--- config.mk ---
export PLATFORM = sky130hd
export DESIGN_NAME = line_fill_ctrl
export DESIGN_NICKNAME = d
export VERILOG_FILES = /design/src/rtl/line_fill_ctrl.sv
export SDC_FILE = /design/constraint.sdc
export NUM_CORES = 1
export LEC_CHECK = 0
export ABC_AREA = 1
export BUFFER_PORTS_ARGS = -buffer_cell sky130_fd_sc_hd__buf_2
export CORE_AREA = 2 2 112 114
export CTS_CLUSTER_SIZE = 24
export DETAILED_ROUTE_END_ITERATION = 6
export DIE_AREA = 0 0 114 116
export MAX_ROUTING_LAYER = met4
export PLACE_DENSITY = 0.88
export SETUP_SLACK_MARGIN = 0.15
export SLEW_MARGIN = 0
export SYNTH_ARGS = -nofsm -noshare
export SYNTH_HDL_FRONTEND = slang
export SYNTH_SLANG_ARGS = --single-unit
--- constraint.sdc ---
create_clock -name clk -period 2 [get_ports clk]
set_clock_uncertainty 0.1 [all_clocks]
set_input_delay 0.2 -clock clk [delete_from_list [all_inputs] [get_ports clk]]
set_output_delay 0.2 -clock clk [all_outputs]
set_load 0.005 [all_outputs]
--- src/rtl/line_fill_ctrl.sv ---
// line_fill_ctrl: cache line refill / victim write-back engine.
// Accepts one fetch request per transaction. A dirty victim (cmd 2'b10) is first
// streamed from cache data memory to the external write channel; then the new
// line is fetched over the external read channel, written into the data-memory
// slot selected by the tag, and fetch_done pulses for one cycle.
// Ports:
//   fetch_*   : request side (req/cmd/tag/addr/addr_pre in, gnt/done out)
//   mem_r*    : data-memory read of victim words (raddr/ren out, rready/rdata/rdata_valid in)
//   mem_w*    : data-memory write of refill words (waddr/wen/wdata out, wready in)
//   ext_rd_*  : external line read (req/addr/ready out, gnt/data/valid in)
//   ext_wr_*  : external write-back beats (valid/addr/data/last out, ready in)
module line_fill_ctrl #(
  parameter int unsigned addr_width = 32,
  parameter int unsigned list_depth = 4,
  parameter int unsigned data_width = 32,
  parameter int unsigned list_width = 32,
  localparam int unsigned tag_w     = $clog2(list_depth),
  localparam int unsigned cnt_w     = $clog2(list_width),
  localparam int unsigned maddr_w   = tag_w + cnt_w
) (
  input  logic                  clk,
  input  logic                  rst_n,
  // fetch request interface
  input  logic                  fetch_req,
  input  logic [1:0]            fetch_cmd,
  input  logic [tag_w-1:0]      fetch_tag,
  input  logic [addr_width-1:0] fetch_addr,
  input  logic [addr_width-1:0] fetch_addr_pre,
  output logic                  fetch_gnt,
  output logic                  fetch_done,
  // cache data memory read (victim)
  output logic [maddr_w-1:0]    mem_raddr,
  output logic                  mem_ren,
  input  logic                  mem_rready,
  input  logic [data_width-1:0] mem_rdata,
  input  logic                  mem_rdata_valid,
  // cache data memory write (refill)
  output logic [maddr_w-1:0]    mem_waddr,
  output logic                  mem_wen,
  output logic [data_width-1:0] mem_wdata,
  input  logic                  mem_wready,
  // external read channel
  output logic                  ext_rd_req,
  output logic [addr_width-1:0] ext_rd_addr,
  input  logic                  ext_rd_gnt,
  input  logic [data_width-1:0] ext_rd_data,
  input  logic                  ext_rd_valid,
  output logic                  ext_rd_ready,
  // external write channel
  output logic                  ext_wr_valid,
  output logic [addr_width-1:0] ext_wr_addr,
  output logic [data_width-1:0] ext_wr_data,
  output logic                  ext_wr_last,
  input  logic                  ext_wr_ready
);

  typedef enum logic [2:0] {
    S_IDLE    = 3'd0,
    S_WB_RD   = 3'd1,
    S_WB_WAIT = 3'd2,
    S_WB_PUSH = 3'd3,
    S_RD_REQ  = 3'd4,
    S_FILL    = 3'd5,
    S_DONE    = 3'd6
  } state_e;

  state_e                state_q, state_d;
  logic [cnt_w-1:0]      cnt_q, cnt_d;
  logic [tag_w-1:0]      tag_q, tag_d;
  logic [addr_width-1:0] addr_q, addr_d;
  logic [addr_width-1:0] addr_pre_q, addr_pre_d;
  logic [data_width-1:0] wr_data_q, wr_data_d;

  logic cnt_last;
  assign cnt_last = (cnt_q == cnt_w'(list_width - 1));

  // Address/data outputs come straight from the transaction latches.
  assign ext_rd_addr = addr_q;
  assign ext_wr_addr = addr_pre_q;
  assign ext_wr_data = wr_data_q;

  // State and transaction registers.
  always_ff @(posedge clk or negedge rst_n) begin
    if (!rst_n) begin
      state_q    <= S_IDLE;
      cnt_q      <= '0;
      tag_q      <= '0;
      addr_q     <= '0;
      addr_pre_q <= '0;
      wr_data_q  <= '0;
    end else begin
      state_q    <= state_d;
      cnt_q      <= cnt_d;
      tag_q      <= tag_d;
      addr_q     <= addr_d;
      addr_pre_q <= addr_pre_d;
      wr_data_q  <= wr_data_d;
    end
  end

  // Next-state and output decode.
  always_comb begin
    state_d      = state_q;
    cnt_d        = cnt_q;
    tag_d        = tag_q;
    addr_d       = addr_q;
    addr_pre_d   = addr_pre_q;
    wr_data_d    = wr_data_q;
    fetch_gnt    = 1'b0;
    fetch_done   = 1'b0;
    mem_ren      = 1'b0;
    mem_raddr    = '0;
    mem_wen      = 1'b0;
    mem_waddr    = '0;
    mem_wdata    = '0;
    ext_rd_req   = 1'b0;
    ext_rd_ready = 1'b0;
    ext_wr_valid = 1'b0;
    ext_wr_last  = 1'b0;

    unique case (state_q)
      S_IDLE: begin
        fetch_gnt = fetch_req;
        if (fetch_req) begin
          tag_d      = fetch_tag;
          addr_d     = fetch_addr;
          addr_pre_d = fetch_addr_pre;
          cnt_d      = '0;
          state_d    = (fetch_cmd == 2'b10) ? S_WB_RD : S_RD_REQ;
        end
      end

      S_WB_RD: begin
        mem_ren   = 1'b1;
        mem_raddr = {tag_q, cnt_q};
        if (mem_rready) begin
          state_d = S_WB_WAIT;
        end
      end

      S_WB_WAIT: begin
        if (mem_rdata_valid) begin
          wr_data_d = mem_rdata;
          state_d   = S_WB_PUSH;
        end
      end

      // Victim beat is held in wr_data_q until the write channel takes it.
      S_WB_PUSH: begin
        ext_wr_valid = 1'b1;
        ext_wr_last  = cnt_last;
        if (ext_wr_ready) begin
          if (cnt_last) begin
            cnt_d   = '0;
            state_d = S_RD_REQ;
          end else begin
            cnt_d   = cnt_q + cnt_w'(1);
            state_d = S_WB_RD;
          end
        end
      end

      S_RD_REQ: begin
        ext_rd_req = 1'b1;
        if (ext_rd_gnt) begin
          state_d = S_FILL;
        end
      end

      // Refill beats pass straight through to the data memory when it can accept.
      S_FILL: begin
        ext_rd_ready = mem_wready;
        if (ext_rd_valid && mem_wready) begin
          mem_wen   = 1'b1;
          mem_waddr = {tag_q, cnt_q};
          mem_wdata = ext_rd_data;
          if (cnt_last) begin
            cnt_d   = '0;
            state_d = S_DONE;
          end else begin
            cnt_d   = cnt_q + cnt_w'(1);
          end
        end
      end

      S_DONE: begin
        fetch_done = 1'b1;
        state_d    = S_IDLE;
      end

      default: begin
        state_d = S_IDLE;
      end
    endcase
  end

endmodule

* Yosys cells after proc, flatten, opt, wreduce, memory -nomap -nowiden *
Index checks and enable logic that the tools add are counted.

word-level totals
  bits in registers = 106
  bits of input ports = 141
  output and inout port bits = 150
  logic and storage cells = 58

cells by class
  add/sub/neg operators = 1
  eq/ne operators = 15
  muxes and demuxes = 29
  reductions and logical operators = 7

operators with widths
  kind                                                              count
  32-bit two-way mux                                                2
  3-bit two-way mux                                                 9
  7-bit two-way mux                                                 3
  5-bit two-way mux                                                 4
  3-bit one-hot mux with 6 select lines                             1
  5-bit one-hot mux with 3 select lines                             1
  2-bit inequality test (second input constant)                     7
  3-bit == test (second input constant)                             3
  1-bit two-way mux                                                 9
  7-bit AND reduction                                               1
  3-bit by 2-bit == test with 1-bit output (second input constant)  2
  5-bit by 1-bit adder with 5-bit output (second input constant)    1
  5-bit == test (second input constant)                             1
  2-bit AND reduction                                               2
  4-bit AND reduction                                               1
  3-bit by 1-bit == test with 1-bit output (second input constant)  1
  3-bit logical NOT                                                 1
  3-bit nonzero test                                                1
  2-bit == test (second input constant)                             1
  1-bit logical AND                                                 1

* Longest topological paths before layout *
Gate-level depths: netlist of the first run.

  word-level depth = 4
  depth in mapped cells = 9
  mapped depth without buffers = 9

* Worst setup path before layout of the first run *
No wires, ideal clock.

  kind = reg-to-reg
  from = register cnt_q[0]
  to = register state_q[0]
  setup time = 0.117 ns
  arrival = 1.400 ns
  slack = 0.383 ns
  cell stages (with the launch flop) = 10
  path buffers = 0
  period minus slack after synthesis = 1.617 ns
  cells stage by stage = dfrtp_1 ha_1 nand2_1 nor2_1 ha_1 inv_1 o21ai_0 nand3_1 nand3_1 nand2_1

between the ends
  word-level cells in the longest chain between the ends = 4
  elaborated cells on any way between the ends = 6
  those cells by class = eq/ne (2); mux (3); reduce/logical (1)

RTL lines
  what                                   line  text
  start, declared                        68    logic [cnt_w-1:0] cnt_q, cnt_d;
  start signal, assigned                 93    cnt_q <= cnt_d;
  5-bit == test *                        75    assign cnt_last = (cnt_q == cnt_w'(list_width - 1));
  3-bit two-way mux                      153   if (cnt_last) begin
  3-bit two-way mux                      152   if (ext_wr_ready) begin
  3-bit one-hot mux with 6 select lines  121   unique case (state_q)
  end signal, assigned                   92    state_q <= state_d;
  end, declared                          67    state_e state_q, state_d;

Mark *: on every way between the ends. The rest lies on a longest branch, timed or not. The select of a mux whose other input is x is not followed.
A chain may end at the register's enable or synchronous reset.

* Worst setup path after layout of the first run *
  from = register state_q[1]
  to = output mem_waddr[0]

between the ends
  word-level cells in the longest chain between the ends = 2

RTL lines
  what               line  text
  3-bit == test      121
  7-bit two-way mux  121
  end, declared      38    output logic [maddr_w-1:0] mem_waddr,

Every way passes these cells.

==> impl_metrics.toml, run 1 <==
[worst_setup_path]
cp.required_ns = 1.70
critPathMaxFanout = 7
cpPeakStageDelay_ns = 0.48
critical_path_buf_inv_count = 3
crit_top_cell = "inv_4"
cpMaxStageDelayCell = "dfrtp_2"
path_class = "reg2out"
end_kind = "primary output"
critPathTopFamily = "flip-flops"
crit_chain = "inv_4 > nand3_4 > nor2_4 > inv_4 > nor2_1 > buf_2"
critical_path_arrival_ns = 1.53
worst_setup_path_start_kind = "flop"

[cts]
path_clk_slew_ns = 0.07
tritoncts = "yes"
htree_levels = 3
clkLatencyLatePin_ns = 0.34
cts-root-buf = "clkbuf_16"
cts_buffers = 9
clkSinkCount = 106
cts.path.max_buffers = 2

[timing]
fmax_mhz = 545
fin_hold_ws_ns = 0.0443
min_period_ns = 1.83
setup_viol = 0
tightestPinTransition_ns = 0.408
rsz0062_at_grt = "yes"
fin_crit_sh_pct = 91.7
slew_headroom_pct = 72.8
tns_ns = 0
hold_viol = 0
drv_slew = 0

[die]
io_pins = 291
initial_utilization_pct = 41.2
coreArea_um2 = 11900
fp-row-count = 40
die_area_um2 = 13200
die_h_um = 116
die_x_um = 114

[power_and_ir_drop]
switchingPower_mw = 3.77
swShare_pct = 38.3
intPower_mw = 6.07
power.density_nw_per_um2 = 1230
pwr-share-seq_pct = 37.7
power.total_mw = 9.84
comb_power_share_pct = 43.5
clockPowerShare_pct = 18.7
max-vdd-ir-drop_v = 0.000611
p_leak_nw = 4.47

[placement]
gp_congestion = 0.880
dpl.hpwl_um = 10400
port_buffers = 290

[global_routing]
grt_pass1_wl_um = 26800
grt_max_degree = 65
top_usage_layer = "met2"
groute.layer.met1.usage_pct = 30.1
use_met3_pct = 8.47
met2_usage_pct = 43.8
grtUsageTotal_pct = 26.5
grt_pass1_vias = 5489
grt_overflow = 0
antenna_found_initial = 1

[cells_and_area]
drive_above_1_share_pct = 36.4
nFillCells = 871
final_nets = 1154
synthToLayoutAreaGrowth_pct = 63.5

[detailed_routing]
wl_per_cell_um = 15.2
drc_errors = 0
vias = 5667
ant_nets = 0
first_iter_violations = 744
via_per_inst = 4.87
routed_wl_um = 17700
drt_pre_antenna_iters = 5

[flow_run]
cap_violations = 0

[synthesis]
synthDistinctLibCells = 26
yosys-top-cells-area = "dfrtp_1 (54%), nand2_1 (18%), o21ai_0 (5.3%)"
yosysSeqAreaShare_pct = 54.1
synthCells = 623
syn-cell-area_um2 = 4910
synthesis.nets = 766
yosys.area.top_type = "dfrtp_1"
ys_seq_elements = 106
yosysWarnings = 0
synth_area_per_cell_um2 = 7.88
netlist.area_leader.share_pct = 54.1

[worst_hold_path]
hp-class = "in2reg"

[run_status]
status = "complete, no violations"
## metal layers
layer	share of wire, %	up-vias
li1	-	2696
met1	39	2614
met2	49	315
met3	8.9	42
met4	2.8	0
met5	0	-
## power by group through the flow
stage	registers, mW	logic (mW)	clock network [mW]
after floorplan	3.71	1.94	0
after detailed placement	3.68	3.67	0
after global routing	3.81	4.76	1.99
after global placement	3.63	3.53	0
final	3.71	4.28	1.84
after CTS	3.65	3.99	1.89
## cell type report
cell class / instances / area (µm²) / share of cell area (%)
clock inverters: 4 / 77.6 / 0.967
multi-input cells: 421 / 1900 / 23.7
well taps: 147 / 184 / 2.29
repair buffers: 412 / 2740 / 34.1
clock buffers: 10 / 229 / 2.85
diodes: 2 / 5.00 / 0.0624
flip-flops and latches: 106 / 2660 / 33.1
inverters: 61 / 234 / 2.92
## synthesized netlist by cell type
cell type	instances
buf_6	2
o21ai_1	48
or2_2	1
buf_1	2
nand3_1	13
dfrtp_1	106
nand4_1	3
nand2_4	2
clkinv_1	1
nand2_1	229
nor2_2	5
o21ai_0	52
clkbuf_1	8
nand3b_1	1
nand2_2	1
inv_2	5
inv_1	55
nor2_1	55
buf_4	2
nor3_2	1
a21oi_4	1
buf_2	21
ha_1	2
nand3_2	2
nor3_1	1
nor2_4	4
## final timing paths
| check | from | endpoint | slack (ns) | cells past startpoint |
|---|---|---|---|---|
| worst min register to register | ext_wr_addr[19]$_DFFE_PN0P_ | ext_wr_addr[19]$_DFFE_PN0P_ | 0.38 | 2 |
| worst min-delay path | fetch_addr[11] | ext_rd_addr[11]$_DFFE_PN0P_ | 0.04 | 3 |
| min in group asynchronous | rst_n | ext_wr_addr[7]$_DFFE_PN0P_ | 0.16 | 2 |
| worst max register to register | cnt_q[1]$_DFFE_PN0P_ | state_q[0]$_DFFE_PN0P_ | 0.25 | 10 |
| worst max-delay path | state_q[1]$_DFFE_PN0P_ | mem_waddr[0] | 0.17 | 6 |
| max in group asynchronous | rst_n | state_q[0]$_DFFE_PN0P_ | 1.10 | 3 |
## layout by cell type, fill, tap and decap left out
| cell | Yosys | routed |
|---|---|---|
| buf_2 | 21 | 288 |
| nand2_1 | 229 | 227 |
| dfrtp_1 | 106 | 102 |
| dlygate4sd3_1 | 0 | 97 |
| inv_1 | 55 | 52 |
| o21ai_0 | 52 | 52 |
| o21ai_1 | 48 | 48 |
| nor2_1 | 55 | 47 |
| buf_4 | 2 | 17 |
| nand3_1 | 13 | 13 |
| nor2_2 | 5 | 10 |
| clkbuf_16 | 0 | 10 |
| nor2_4 | 4 | 7 |
| inv_2 | 5 | 6 |
| buf_12 | 0 | 6 |
| dfrtp_2 | 0 | 4 |
| nand2_2 | 1 | 3 |
| nand4_1 | 3 | 3 |
| diode_2 | 0 | 2 |
| inv_4 | 0 | 2 |
| nand2_4 | 2 | 2 |
| ha_2 | 0 | 2 |
| bufinv_16 | 0 | 2 |
| buf_6 | 2 | 2 |
| nand3_4 | 0 | 1 |
| clkinv_1 | 1 | 1 |
| nor3_1 | 1 | 1 |
| nand3_2 | 2 | 1 |
| nor3_2 | 1 | 1 |
| a21oi_4 | 1 | 1 |
| nand3b_1 | 1 | 1 |
| or2_2 | 1 | 1 |
| inv_6 | 0 | 1 |
| clkinv_4 | 0 | 1 |
| clkbuf_1 | 8 | 1 |
| bufbuf_16 | 0 | 1 |
## tightest hold or removal path, delay by kind of cell
family	cells	cell delay (ns)
buf+inv	1	0.08
simple gates	2	0.17
## registers in the layout, summed over array words and instances (netlist names)
register and cells:
ext_wr_addr 32, ext_rd_addr 32, tag_q 2, state_q 3
ext_wr_data 32, cnt_q 5
## through the flow
stage | util (%) | cell area, µm² | std cells | setup slack [ns]
2_1_floorplan | - | 4910 | 623 | 0.383
3_3_place_gp | 54.6 | 6500 | 1035 | 0.282
3_5_place_dp | 54.6 | 6500 | 1035 | 0.217
4_1_cts | 66.3 | 7890 | 1154 | 0.154
5_1_grt | 67.4 | 8020 | 1162 | 0.0843
6_report | 67.4 | 8030 | 1163 | 0.167
## cells by family after synthesis
| logic type | share of synthesized area (%) |
|---|---|
| buf+inv | 8.34 |
| compound gates | 10.5 |
| fa+ha+maj | 0.510 |
| flops | 54.1 |
| simple gates | 26.6 |
## timing repair
item,in CTS,in global routing
hold buffers,97,0
gates cloned,1,1
endpoints found under the setup margin,48,54
pin swaps,1,5
hold endpoints to repair,202,0
buffers inserted,7,6
gates resized for setup,9,21
Note: power is estimated with default switching activity, not from simulation.
==> run 2, diff against run 1 <==
--- a/config.mk
+++ b/config.mk
@@ -7,12 +7,13 @@
 export LEC_CHECK = 0
 export ABC_AREA = 1
 export BUFFER_PORTS_ARGS = -buffer_cell sky130_fd_sc_hd__buf_2
-export CORE_AREA = 2 2 112 114
+export CORE_ASPECT_RATIO = 0.7
+export CORE_MARGIN = 2
+export CORE_UTILIZATION = 44
 export CTS_CLUSTER_SIZE = 24
 export DETAILED_ROUTE_END_ITERATION = 6
-export DIE_AREA = 0 0 114 116
 export MAX_ROUTING_LAYER = met4
-export PLACE_DENSITY = 0.88
+export PLACE_DENSITY = 0.81
 export SETUP_SLACK_MARGIN = 0.15
 export SLEW_MARGIN = 0
 export SYNTH_ARGS = -nofsm -noshare
==> run 2 against run 1 <==
- via count is 0.53% lower
- fmax is 0.80% higher
- final area is 2.3% lower
- sequential power hardly changed
- critical path type unchanged
- largest power group unchanged
==> impl_metrics.toml, run 2 (same netlist as run 1, synthesis figures left out) <==
[global_routing]
grt_max_degree = 107
antenna_found_initial = 0
grt_pass1_wl_um = 26800
grt_pass1_vias = 5522
grtUsageTotal_pct = 29.0
grt_overflow = 0

[cts]
path_clk_slew_ns = 0.07
clkSinkCount = 106
cts-root-buf = "clkbuf_16"
cts.path.max_buffers = 2
cts_buffers = 9
htree_levels = 3
clkLatencyLatePin_ns = 0.33
tritoncts = "yes"

[timing]
setup_slack_ns = 0.181
setup_viol = 0
rsz0062_at_grt = "yes"
slew_headroom_pct = 59.1
hold_viol = 0
fin_crit_sh_pct = 90.9
tns_ns = 0
min_period_ns = 1.82
fmax_mhz = 550
tightestPinTransition_ns = 0.614
drv_slew = 0

[worst_setup_path]
r2r_end = "ext_wr_addr[27]$_DFFE_PN0P_"
critical_path_arrival_ns = 1.52
critPathMaxFanout = 6
path_class = "reg2out"
r2r_cells = 8
cp.required_ns = 1.70
r2r-start = "state_q[0]$_DFFE_PN0P_"
worst_setup_path_start_kind = "flop"
regToRegSetupSlack_ns = 0.21
end_kind = "primary output"

[cells_and_area]
final_nets = 1145
antennaDiodeCount = 0
synthToLayoutAreaGrowth_pct = 59.7
final_cell_mix = "buf_2 (288), nand2_1 (227), dfrtp_1 (102)"
drive_above_1_share_pct = 36.5
final_cell_area_um2 = 7840
nFillCells = 803
regArea_um2 = 2660
layout_commonest_cell = "buf_2"
final_core_util_pct = 71.7
instances_no_fill = 1159
multiInputGateArea_um2 = 1880

[placement]
dpl.hpwl_um = 10300
dp_slack_ns = 0.0515
dp.cells = 1045
postPlaceCellArea_um2 = 6520
gp_congestion = 0.913
port_buffers = 290

[detailed_routing]
drc_errors = 0
routed_wl_um = 17100
vias = 5637
via_per_inst = 4.86
first_iter_violations = 391
drt_pre_antenna_iters = 5
wl_per_cell_um = 14.8
ant_nets = 0

[run_status]
status = "complete, no violations"

[worst_hold_path]
hold_end = "ext_wr_data[2]$_DFFE_PN0P_"
hp-class = "in2reg"
min_path_cells = 3
hp-start = "mem_rdata[2]"

[die]
die_x_um = 130
fp-row-count = 32
die_area_um2 = 12000
initial_utilization_pct = 44.9
io_pins = 291
coreArea_um2 = 10900
die_h_um = 92.4

[power_and_ir_drop]
power.density_nw_per_um2 = 1220
max-vdd-ir-drop_v = 0.000786
p_leak_nw = 4.39

[flow_run]
cap_violations = 0
run 2: cell types whose count changed in the layout (fill, tap and decap cells not counted), moves of 2 or more:
cell           change
dlygate4sd3_1      -8
nor2_2             -2
buf_4              +3
nor2_1             +4
nor2_4             -2
buf_12             -3
diode_2            -2
run 2: worst max-delay path by stage:
stage	start	end	slack (ns)	cells after the start
floorplan	cnt_q[0]$_DFFE_PN0P_	state_q[0]$_DFFE_PN0P_	0.38	9
global placement	mem_wready	mem_wdata[11]	0.08	7
detailed placement	mem_wready	mem_wdata[6]	0.05	7
CTS	cnt_q[0]$_DFFE_PN0P_	ext_wr_last	0.18	7
global route	state_q[1]$_DFFE_PN0P_	mem_waddr[0]	0.10	6
finish	state_q[0]$_DFFE_PN0P_	fetch_gnt	0.18	5
run 2: per-layer routing:
metal,share of wire (%),vias up,global-route usage [%]
li1,-,2681,-
met1,41,2622,37.0
met2,48,284,45.2
met3,7.8,50,6.59
met4,3.2,0,11.3
met5,0,-,-
run 2: timing repair:
item / CTS / global route
endpoints found under the hold margin: 193 / 1
setup buffers: 8 / 2
endpoints found under the setup margin: 49 / 31
hold buffers: 88 / 1
pin swaps: 1 / 4
resized for setup: 8 / 16
run 2: stage by stage:
step | hold WS, ns | power, mW
floorplan | -0.196 | 5.65
detailed placement | 0.212 | 7.34
CTS | 0.0000507 | 9.39
finish | 0.0133 | 9.59
global route | 0.00276 | 10.3
global placement | 0.213 | 7.23
run 2: layout make-up:
cell class	instances	area share [%]
Tap cell	153	2.44
Timing Repair Buffer	403	32.9
Clock inverter	6	0.958
Inverter	61	3.00
Clock buffer	9	2.87
Sequential cell	106	33.9
Multi-Input combinational cell	421	24.0
run 2: where the power goes:
group          total [mW]  leakage [nW]  internal [mW]  switching [mW]
clock network        1.78         0.144          0.982           0.800
registers            3.70          1.32           3.12           0.573
logic                4.11          2.93           1.74            2.38
total                9.59          4.39           5.84            3.75
run 2: worst max-delay path, cell delays in order (launching register included):
cell	delay (ns)
dfrtp_2	0.45
buf_4	0.15
nor2_4	0.14
nand2_4	0.10
nor2_4	0.19
buf_2	0.14
